--- src/rtl/div_seq.sv ---
// div_seq - multi-cycle restoring divider (one quotient bit per clock).
//
// Trial subtraction is done by adding the two's complement of the divisor
// magnitude and testing the carry-out. Signed divides work on magnitudes and
// fix the signs afterwards: the quotient truncates toward zero and the
// remainder takes the dividend's sign. Divide-by-zero short-circuits to an
// all-ones quotient with the raw dividend as the remainder.
//
// Ports
//   clock        in   1      rising-edge clock
//   clear        in   1      synchronous active-high reset, priority over start
//   start        in   1      request a divide, sampled only when idle
//   signed_op    in   1      1 = two's-complement divide, 0 = unsigned
//   dividend     in   WIDTH  numerator, captured on an accepted start
//   divisor      in   WIDTH  denominator, captured on an accepted start
//   busy         out  1      operation in flight (RUN/FIX/DONE states)
//   done         out  1      one-cycle pulse, results valid
//   quotient     out  WIDTH  held until the next accepted start completes
//   remainder    out  WIDTH  held until the next accepted start completes
//   div_by_zero  out  1      set with the divide-by-zero result, held likewise
module div_seq #(
   parameter int unsigned WIDTH = 32
) (
   input  logic             clock,
   input  logic             clear,
   input  logic             start,
   input  logic             signed_op,
   input  logic [WIDTH-1:0] dividend,
   input  logic [WIDTH-1:0] divisor,
   output logic             busy,
   output logic             done,
   output logic [WIDTH-1:0] quotient,
   output logic [WIDTH-1:0] remainder,
   output logic             div_by_zero
);

   localparam int unsigned CW = $clog2(WIDTH);

   localparam logic [1:0] IDLE = 2'd0;
   localparam logic [1:0] RUN  = 2'd1;
   localparam logic [1:0] FIX  = 2'd2;
   localparam logic [1:0] DONE = 2'd3;

   logic [1:0]       state_q, state_d;
   logic [CW-1:0]    count_q, count_d;
   logic [WIDTH:0]   p_q, p_d;        // partial remainder
   logic [WIDTH-1:0] a_q, a_d;        // dividend magnitude shifting into quotient
   logic [WIDTH-1:0] b_q, b_d;        // divisor magnitude
   logic             sq_q, sq_d;
   logic             sr_q, sr_d;
   logic [WIDTH-1:0] quot_q, quot_d;
   logic [WIDTH-1:0] rem_q, rem_d;
   logic             dbz_q, dbz_d;
   logic             done_q, done_d;

   logic [WIDTH:0]   p_shift;
   logic [WIDTH+1:0] trial;
   logic             carry;
   logic             unused_p_msb;

   // P stays below the divisor after every step, so its top bit is always
   // zero and drops out when shifting.
   assign p_shift      = {p_q[WIDTH-1:0], a_q[WIDTH-1]};
   assign unused_p_msb = p_q[WIDTH];

   // P - B as P + ~B + 1; carry-out set means the subtraction did not borrow.
   assign trial = {1'b0, p_shift} + {1'b0, ~{1'b0, b_q}} + (WIDTH+2)'(1);
   assign carry = trial[WIDTH+1];

   always_comb begin
      state_d = state_q;
      count_d = count_q;
      p_d     = p_q;
      a_d     = a_q;
      b_d     = b_q;
      sq_d    = sq_q;
      sr_d    = sr_q;
      quot_d  = quot_q;
      rem_d   = rem_q;
      dbz_d   = dbz_q;
      done_d  = 1'b0;
      case (state_q)
         IDLE: begin
            // done_q high means we are in the done cycle; starts are ignored there.
            if (start && !done_q) begin
               if (divisor == '0) begin
                  quot_d  = '1;
                  rem_d   = dividend;
                  dbz_d   = 1'b1;
                  state_d = DONE;
               end else begin
                  a_d     = (signed_op && dividend[WIDTH-1]) ? -dividend : dividend;
                  b_d     = (signed_op && divisor[WIDTH-1])  ? -divisor  : divisor;
                  sq_d    = signed_op && (dividend[WIDTH-1] ^ divisor[WIDTH-1]);
                  sr_d    = signed_op && dividend[WIDTH-1];
                  count_d = '0;
                  p_d     = '0;
                  state_d = RUN;
               end
            end
         end
         RUN: begin
            p_d     = carry ? trial[WIDTH:0] : p_shift;
            a_d     = {a_q[WIDTH-2:0], carry};
            count_d = count_q + CW'(1);
            if (count_q == CW'(WIDTH-1)) begin
               state_d = FIX;
            end
         end
         FIX: begin
            quot_d  = sq_q ? -a_q : a_q;
            rem_d   = sr_q ? -p_q[WIDTH-1:0] : p_q[WIDTH-1:0];
            dbz_d   = 1'b0;
            state_d = DONE;
         end
         default: begin
            // DONE: the pulse itself is registered, so it appears next cycle.
            done_d  = 1'b1;
            state_d = IDLE;
         end
      endcase
   end

   always_ff @(posedge clock) begin
      if (clear) begin
         state_q <= IDLE;
         count_q <= '0;
         p_q     <= '0;
         a_q     <= '0;
         b_q     <= '0;
         sq_q    <= 1'b0;
         sr_q    <= 1'b0;
         quot_q  <= '0;
         rem_q   <= '0;
         dbz_q   <= 1'b0;
         done_q  <= 1'b0;
      end else begin
         state_q <= state_d;
         count_q <= count_d;
         p_q     <= p_d;
         a_q     <= a_d;
         b_q     <= b_d;
         sq_q    <= sq_d;
         sr_q    <= sr_d;
         quot_q  <= quot_d;
         rem_q   <= rem_d;
         dbz_q   <= dbz_d;
         done_q  <= done_d;
      end
   end

   assign busy        = (state_q != IDLE);
   assign done        = done_q;
   assign quotient    = quot_q;
   assign remainder   = rem_q;
   assign div_by_zero = dbz_q;

endmodule

--- config.mk ---
export PLATFORM = sky130hd
export DESIGN_NAME = div_seq
export DESIGN_NICKNAME = d
export VERILOG_FILES = /design/src/rtl/div_seq.sv
export SDC_FILE = /design/constraint.sdc
export NUM_CORES = 1
export LEC_CHECK = 0
export ABC_AREA = 1
export CELL_PAD_IN_SITES_DETAIL_PLACEMENT = 1
export CELL_PAD_IN_SITES_GLOBAL_PLACEMENT = 1
export CORE_UTILIZATION = 43
export DETAILED_ROUTE_END_ITERATION = 7
export PLACE_DENSITY = 0.83
export SYNTH_ARGS = -nofsm -noshare
export SYNTH_HDL_FRONTEND = slang
export SYNTH_SLANG_ARGS = --single-unit
--- constraint.sdc ---
create_clock -name clock -period 4.7 [get_ports clock]
set_input_delay 0.94 -clock clock [delete_from_list [all_inputs] [get_ports clock]]
set_output_delay 0.94 -clock clock [all_outputs]
set_load 0.05 [all_outputs]
# Word level (Yosys, flattened, before mapping)
# Index checks and enable logic that the tools add are counted.
# totals
reg_bits,171
inputBits,68
out_inout_bits,67
wordCells,71
# op_classes
add_sub_neg,7
eq_ne,7
mux,28
bitwise,3
reduce_logical,15
# op_table
op,n
$mux 32,13
$pmux 32 s2,4
$neg 32->32,4
$add 33x33->34,1
$add 34x1->34 const B,1
$not 32->33,1
$logic_not 32->1,1
$mux 5,2
$pmux 5 s2,1
$reduce_and 3->1,3
$ne 2x2->1 const B,4
$mux 2,3
$pmux 2 s3,1
$reduce_bool 2->1,3
$add 5x1->5 const B,1
$eq 5x5->1 const B,1
$logic_and 1x1->1,4
$mux 1,3
$reduce_or 3->1,1
$eq 2x1->1 const B,1
$eq 2x2->1 const B,1
$logic_not 2->1,1
$pmux 1 s2,1
$reduce_and 2->1,1
3 further kinds,3

# Logic depth before layout (Yosys ltp)
# Gate-level depths: netlist of the first run.
# logic_depth
depth_word,5
ltp_mapped,17
ltp_nobuf,16

# Worst setup path after synthesis of the first run
# No wires, ideal clock.
# synth_timing
kind,input-to-reg
start,input port divisor[0]
end,register quot_q[31] (netlist: quotient[31])
setup_time_ns,0.120
arrival_time_ns,2.309
setup_slack_ns,2.271
path_stages,14
path_buffers,1
cell_sequence,inv_1 -> ha_1 -> nand3_1 -> nor2_1 -> nand2_1 -> nor2_2 -> nand2_1 -> o21ai_2 -> nand2_4 -> nor2_4 -> inv_2 -> buf_6 -> nor2_1 -> a21oi_1
# synth_via
elab_chain_cells,3
# synth_lines
element,line_no,text
"start, declared",29,"input logic [WIDTH-1:0] divisor,"
$logic_not 32->1,86,if (divisor == '0) begin
$ne 2x2->1 (no line),-,
$reduce_and 3->1 (no line),-,
"end signal, assigned",145,quot_q <= quot_d;
"end, declared",51,"logic [WIDTH-1:0] quot_q, quot_d;"
# Every way passes these cells.
# A chain may end at the register's enable or synchronous reset.

# Worst setup path after layout of the first run
# layout_timing
start,input port divisor[0]
end,register quot_q[27] (netlist: quotient[27])
# Same word-level chain as after synthesis.

==> results of run 1 <==
[worst reg2reg max path, stage by stage (launching register included)]
cell and delay [ps]:
dfxtp_1 430, ha_1 440, nand2_1 120, nor2_2 200, nand3_1 90, nand3_1 170
nand2_1 100, nand2_1 120, nand2_2 80, nand2_2 580, nand3_1 250, nand2_1 140
a21oi_1 60
[cell families (layout without fill, tap and decap cells)]
logic type               count (synthesis)  count (layout)  synth area share [%]
buffers and inverters                  392             481                  11.8
flip-flops                             171             171                  26.2
XOR/XNOR                                79              79                  5.30
AO/OA/AOI/OAI                          327             327                  13.3
adder cells (fa/ha/maj)                 43              43                  4.18
AND/OR/NAND/NOR                       1199            1199                  39.2
[cell usage after synthesis (2+ instances only)]
cell,n
clkinv_1,3
xor2_1,55
inv_1,292
ha_1,42
buf_2,31
nand3b_1,13
nor3_1,21
nor3_2,3
or2_2,7
o31ai_1,2
and2_1,4
o211ai_1,5
nor2_2,5
o21bai_1,2
nor2_1,236
buf_4,5
a211oi_1,8
a31oi_1,27
inv_2,4
o21ai_0,120
xnor2_1,24
nand3_1,283
nand4_1,30
nor2_4,3
nand2_1,586
dfxtp_1,171
buf_1,6
a21oi_1,152
o21ai_1,2
clkbuf_1,50
nand2_2,3
nor4_1,3
o21ai_2,2
[where the power goes]
part	internal, uW	total [uW]	leakage (uW)	switching [uW]
Sequential	1720	1960	0.00139	249
Clock	897	1550	0.000283	649
Combinational	1120	3780	0.00553	2660
Total	3730	7290	0.00721	3560
[routing by layer]
layer / share of wire, % / routed length [um] / vias to the layer above / global-route usage, %
met5: 0 / 0 / - / 0
met3: 4.6 / 2420 / 79 / 4.35
met2: 47 / 24300 / 406 / 56.8
met4: 3.3 / 1700 / 0 / 12.8
li1: - / - / 7257 / -
met1: 45 / 23600 / 7250 / 43.8
[state kept, by name, summed over array words and instances, names as in the netlist]
name         count
state_q          2
p_q             32
sq_q             1
quotient        32
sr_q             1
a_q             32
b_q             32
remainder       32
done             1
div_by_zero      1
count_q          5
[worst min-delay path by stage]
stage,cells after the start,from,endpoint
detailed placement,2,remainder[8]$_SDFFE_PP0P_,remainder[8]$_SDFFE_PP0P_
CTS,2,remainder[8]$_SDFFE_PP0P_,remainder[8]$_SDFFE_PP0P_
global placement,2,remainder[7]$_SDFFE_PP0P_,remainder[7]$_SDFFE_PP0P_
global route,2,remainder[8]$_SDFFE_PP0P_,remainder[8]$_SDFFE_PP0P_
finish,2,remainder[13]$_SDFFE_PP0P_,remainder[13]$_SDFFE_PP0P_
floorplan,2,b_q[3]$_SDFFE_PP0P_,b_q[3]$_SDFFE_PP0P_
[per-stage QoR]
step	util (%)	hold WS [ps]	setup slack, ps	total power (uW)
2_1_floorplan	-	430	2270	4510
3_3_place_gp	49.2	454	961	5590
3_5_place_dp	49.2	460	867	5690
4_1_cts	51.3	471	1280	7270
5_1_grt	51.3	487	1020	7750
6_report	51.3	470	1270	7290
[area by class of cell]
class / instances / area, sq um
timing repair buffer: 152 / 1490
sequential: 171 / 3420
clock inverter: 11 / 171
multi-input combinational: 1648 / 8100
tap: 390 / 488
fill: 4184 / 14500
clock buffer: 19 / 443
inverter: 299 / 1120
==> results.tsv, run 1 <==
stage	metric	value	unit
critical_path	family with the most delay on the worst path	buffers and inverters	
power_and_ir_drop	pwr dens	479	mW/mm^2
clock_network	Clk Latency, worst-skew pair	450	ps
clock_network	setup bufs post-CTS	0	
logic_synthesis	synthesized area per cell	5.90	sq um
layout	leading cell type in the layout, fill and taps excluded	nand2_1	
critical_path	flop2flop setup slack	1760	ps
layout	diode count	0	
sta	Fin Setup TNS	0	ps
critical_path	CP bufs+invs	4	
logic_synthesis	gate count of the mapped netlist	2211	
layout	most frequent cells in the layout	nand2_1 (585), inv_1 (292), nand3_1 (283)	
die	Die Area	0.0311	sq mm
critical_path	cell count along the critical path	14	
critical_path	slowest CP cell	inv_2	
layout	Final #Nets	2400	
placement	Cells after DPL	2660	
critical_path	Worst Setup Path Type	in2reg	
power_and_ir_drop	Max VDD drop	0.270	mV
route	DRT iter0 DRCs	1104	
clock_network	clock sinks	171	
sta	Final Hold Violating Endpoints	0	
critical_path	Worst EP required	5090	ps
clock_network	clock root buffer	clkbuf_16	
die	Core ar.	0.0297	sq mm
grt	first-pass GRT wire length	81500	um
critical_path	RR Startpoint	p_q[6]$_SDFFE_PP0P_	
logic_synthesis	Synth Warn #	0	
power_and_ir_drop	LEAKAGE	0.00721	uW
route	vias per cell	5.57	
critical_path	Setup crit end	quotient[27]$_SDFFE_PP0P_	
logic_synthesis	Yosys cell types	44	
hold_path	worst hold path type	reg2reg	
critical_path	CP peak stage delay	510	ps
critical_path	Critical R2R Capture	p_q[26]$_SDFFE_PP0P_	
sta	fin crit share	73.1	%
route	Avg WL per Cell	19.3	um
layout	Finished Layout Cells	2690	
die	Cell Rows	63	
die	# IOs	135	
clock_network	Worst-path clk slew	70	ps
critical_path	Setup crit start kind	primary input	
clock_network	post-CTS sizing	0	
grt	vias in the first global route	15000	
route	final WL	52000	um
logic_synthesis	Primary FF master, synth	dfxtp_1	
clock_network	CTS tree	done	
sta	clock skew	10.7	ps
sta	final setup violation count	0	
grt	initial antenna violation count	0	
sta	minimum clock period	3430	ps
route	Final ANT Viol Nets	0	
critical_path	R2R cell count	12	
grt	GRT Overall Usage	33.8	%
layout	design area	0.0152	sq mm
logic_synthesis	number of flops mapped to enable cells by yosys	0	
sta	Peak Freq	0.291	GHz
critical_path	CP arrival	3830	ps
grt	grt ovf	0	
die	Die H	176	um
critical_path	crit-path max FO	34	
sta	pin slew with the least headroom to its limit	1190	ps
grt	largest net degree at the start of global routing	99	
clock_network	TritonCTS Buffers	17	
clock_network	Hold Buf Count CTS	0	
flow_run	Max Cap Violations	0	
layout	layout cell share with drive strength beyond 1	3.48	%
logic_synthesis	sequential-to-total area share from yosys stat	26.2	%
placement	post-detail-place hpwl	40200	um
route	total number of vias	15000	
logic_synthesis	synthesized cell area	0.0131	sq mm
die	Initial Utilization	43.9	%
layout	Syn-to-layout area delta	16.7	%
logic_synthesis	top-area cell type share of the netlist area	26.2	%
critical_path	Critical Path Source	divisor[0]	
sta	Final Max Slew Viols	0	
critical_path	CP endpoint kind	flop	
critical_path	crit path cell chain	clkdlybuf4s50_1, inv_1, ha_1, nand3_1, nor2_1, nand2_1, nor2_2, nand2_1, o21ai_2, nand2_4, inv_2, buf_12, o21ai_0, a21oi_1	
logic_synthesis	syn_nets	2322	
run_status	status	completed	
logic_synthesis	Synth Register Bits	171	
logic_synthesis	ranking of synthesized cells by area	dfxtp_1 (26%), nand2_1 (17%), nand3_1 (11%)	
critical_path	Crit path top cell by count	nand2_1	
die	chip width	176	um
route	DRT Pass-1 Iters	5	
clock_network	Max clock buf depth	2	
logic_synthesis	post-synth top area cell	dfxtp_1	
route	DRC	0	
logic_synthesis	Async S/R FF share, synth	0	%
placement	dpl cell area	0.0146	sq mm
sta	Worst slew margin	20.7	%
sta	RSZ-0062 raised after global routing	no	
placement	buffers added on ports	134	
clock_network	H-Tree Depth	4	
placement	Final Wtd Congestion	0.949	
Power figures use the tool's default switching activity.
==> inputs of run 2 (changes only) <==
--- a/config.mk
+++ b/config.mk
@@ -8,9 +8,9 @@
 export ABC_AREA = 1
 export CELL_PAD_IN_SITES_DETAIL_PLACEMENT = 1
 export CELL_PAD_IN_SITES_GLOBAL_PLACEMENT = 1
-export CORE_UTILIZATION = 43
+export CORE_UTILIZATION = 36
 export DETAILED_ROUTE_END_ITERATION = 7
-export PLACE_DENSITY = 0.83
+export PLACE_DENSITY = 0.74
 export SYNTH_ARGS = -nofsm -noshare
 export SYNTH_HDL_FRONTEND = slang
 export SYNTH_SLANG_ARGS = --single-unit
==> constraint.sdc (replaced) <==
create_clock -name clock -period 2.77 [get_ports clock]
set_input_delay 0.554 -clock clock [delete_from_list [all_inputs] [get_ports clock]]
set_output_delay 0.554 -clock clock [all_outputs]
set_load 0.05 [all_outputs]
==> run 2 against run 1 <==
  * The flow now finishes with violations (design-rule violations)
  * Cell area increased by 6.0%
  * Wire length shrank 0.47%
  * Worst setup slack lost 1100 ps
  * Power grew 71%
  * Clock-buffer cell count decreased by 1
  * Global-route usage down 5.6 points
  * Combinational power up 75%
  * Via count is essentially flat
  * Largest cell class unchanged
  * Die area increased by 19%
  * First-iteration DRC count decreased by 23%
  * Non-clock buffer count grew 94
==> results.tsv, run 2 (synthesis results as in run 1) <==
stage	metric	value	unit
critical_path	CP arrival	2900	ps
power_and_ir_drop	LEAKAGE	0.00772	uW
clock_network	clock root buffer	clkbuf_16	
sta	Final Max Slew Viols	0	
clock_network	TritonCTS Buffers	17	
die	chip width	192	um
sta	Worst slew margin	54.5	%
route	vias per cell	5.25	
grt	GR Util met2	48.3	%
sta	pin slew with the least headroom to its limit	683	ps
run_status	failing checks	design-rule violations	
critical_path	CP endpoint kind	flop	
placement	Final Wtd Congestion	0.949	
critical_path	R2R cell count	13	
placement	pre-CTS WS	-499	ps
layout	Final #Nets	2494	
layout	Syn-to-layout area delta	23.8	%
grt	busiest grt layer	met2	
grt	vias in the first global route	15100	
grt	grt ovf	0	
critical_path	flop2flop setup slack	180	ps
critical_path	RR Startpoint	a_q[31]$_SDFFE_PP0P_	
route	Avg WL per Cell	18.1	um
route	DRT iter0 DRCs	845	
sta	clock skew	12.5	ps
power_and_ir_drop	Net Sw Power	6010	uW
power_and_ir_drop	internal power component	6470	uW
clock_network	Clk Latency, worst-skew pair	450	ps
layout	multi-input combinational cell area	0.00811	sq mm
layout	most frequent cells in the layout	nand2_1 (585), inv_1 (292), nand3_1 (282)	
grt	largest net degree at the start of global routing	58	
clock_network	H-Tree Depth	4	
die	Die Area	0.0370	sq mm
route	DRC	34	
sta	final setup margin	177	ps
flow_run	Max Cap Violations	0	
critical_path	crit-path max FO	4	
power_and_ir_drop	Logic pwr share	52.9	%
layout	diode count	0	
layout	leading cell type in the layout, fill and taps excluded	nand2_1	
sta	Hold Slack	464	ps
sta	Peak Freq	0.386	GHz
grt	GRT Overall Usage	28.2	%
sta	Fin Setup TNS	0	ps
die	# IOs	135	
placement	dpl cell area	0.0155	sq mm
route	DRT Pass-1 Iters	7	
layout	Finished Core Util	45.3	%
placement	post-detail-place hpwl	41800	um
die	Core ar.	0.0357	sq mm
route	Final ANT Viol Nets	0	
grt	first-pass GRT wire length	81300	um
clock_network	Hold Buf Count CTS	0	
placement	buffers added on ports	134	
clock_network	CTS tree	done	
critical_path	Worst Setup Path Type	reg2reg	
hold_path	worst hold path type	reg2reg	
sta	fin crit share	93.6	%
power_and_ir_drop	Max VDD drop	0.381	mV
layout	Sequential Area	0.00342	sq mm
critical_path	Worst EP required	3070	ps
sta	Final Hold Violating Endpoints	0	
critical_path	Critical R2R Capture	p_q[16]$_SDFFE_PP0P_	
power_and_ir_drop	switching share of power	48.1	%
sta	minimum clock period	2590	ps
hold_path	cell depth of the worst min-delay path	2	
power_and_ir_drop	Sequential Power Share	26.6	%
clock_network	Max clock buf depth	2	
layout	layout cell share with drive strength beyond 1	7.39	%
critical_path	Setup crit start kind	flop	
route	total number of vias	15000	
grt	initial antenna violation count	0	
grt	GR Layer Usage met3	2.89	%
run_status	status	complete, but fails checks	
grt	met1 Use GR	36.2	%
clock_network	clock sinks	171	
hold_path	hold path endpoint	remainder[3]$_SDFFE_PP0P_	
die	Initial Utilization	36.6	%
die	Die H	192	um
clock_network	Worst-path clk slew	70	ps
layout	design area	0.0162	sq mm
sta	RSZ-0062 raised after global routing	no	
route	final WL	51800	um
power_and_ir_drop	clock network power share	20.5	%
power_and_ir_drop	pwr dens	773	mW/mm^2
sta	final setup violation count	0	
layout	Fill cells	4878	
die	Cell Rows	69	
hold_path	min-delay src	remainder[3]$_SDFFE_PP0P_	
-- run 2: timing repair --
item                                    4_1_cts  5_1_grt
buffers inserted                              0        0
endpoints found under the setup margin        2       91
resized for setup                             1        7
-- run 2: worst max-delay path by stage --
stage	to	slack, ps	depth (start not counted)	startpoint
after global placement	a_q[30]$_SDFFE_PP0P_	-390	14	divisor[0]
final	p_q[16]$_SDFFE_PP0P_	180	13	a_q[31]$_SDFFE_PP0P_
after global routing	p_q[25]$_SDFFE_PP0P_	20	16	p_q[7]$_SDFFE_PP0P_
after detailed placement	a_q[1]$_SDFFE_PP0P_	-500	13	divisor[0]
after CTS	a_q[1]$_SDFFE_PP0P_	-4	13	divisor[0]
after floorplan	quotient[31]$_SDFFE_PP0P_	730	14	divisor[0]
-- run 2: layer usage --
metal  part of all wire (%)  vias up
li1                       -     7448
met1                     46     7169
met2                     47      314
met3                    3.6       66
met4                    3.3        0
met5                      0        -
-- run 2: cell type report --
| class | count | area share [%] |
|---|---|---|
| multi-input combinational | 1648 | 50.2 |
| tap | 461 | 3.57 |
| clock inverter | 12 | 1.02 |
| sequential | 171 | 21.2 |
| inverter | 299 | 6.95 |
| clock buffer | 18 | 2.72 |
| timing repair buffer | 246 | 14.3 |
-- run 2: power by group through the flow --
stage,registers [uW],logic [uW],clock network (uW)
after floorplan,3730,3930,0
after global placement,3360,6370,0
after detailed placement,3370,6520,0
after CTS,3320,6550,2580
after global routing,3380,7290,2680
final,3320,6600,2550
-- run 2: per-stage QoR --
| step | instances | total power [uW] |
|---|---|---|
| detailed placement | 2825 | 9890 |
| global route | 2855 | 13300 |
| finish | 2855 | 12500 |
| global placement | 2825 | 9730 |
| floorplan | 2211 | 7650 |
| CTS | 2855 | 12500 |
-- run 2: worst max-delay path: stages (launching register included) --
cell and delay [ps]:
dfxtp_1 320, inv_1 80, ha_1 240, inv_1 140, fa_1 420, nand3_1 110, nand3_2 140, nand2_1 100
nand2_1 140, a21oi_1 240, xor2_1 300, nand2_1 90, nand3_1 80, a21oi_1 60
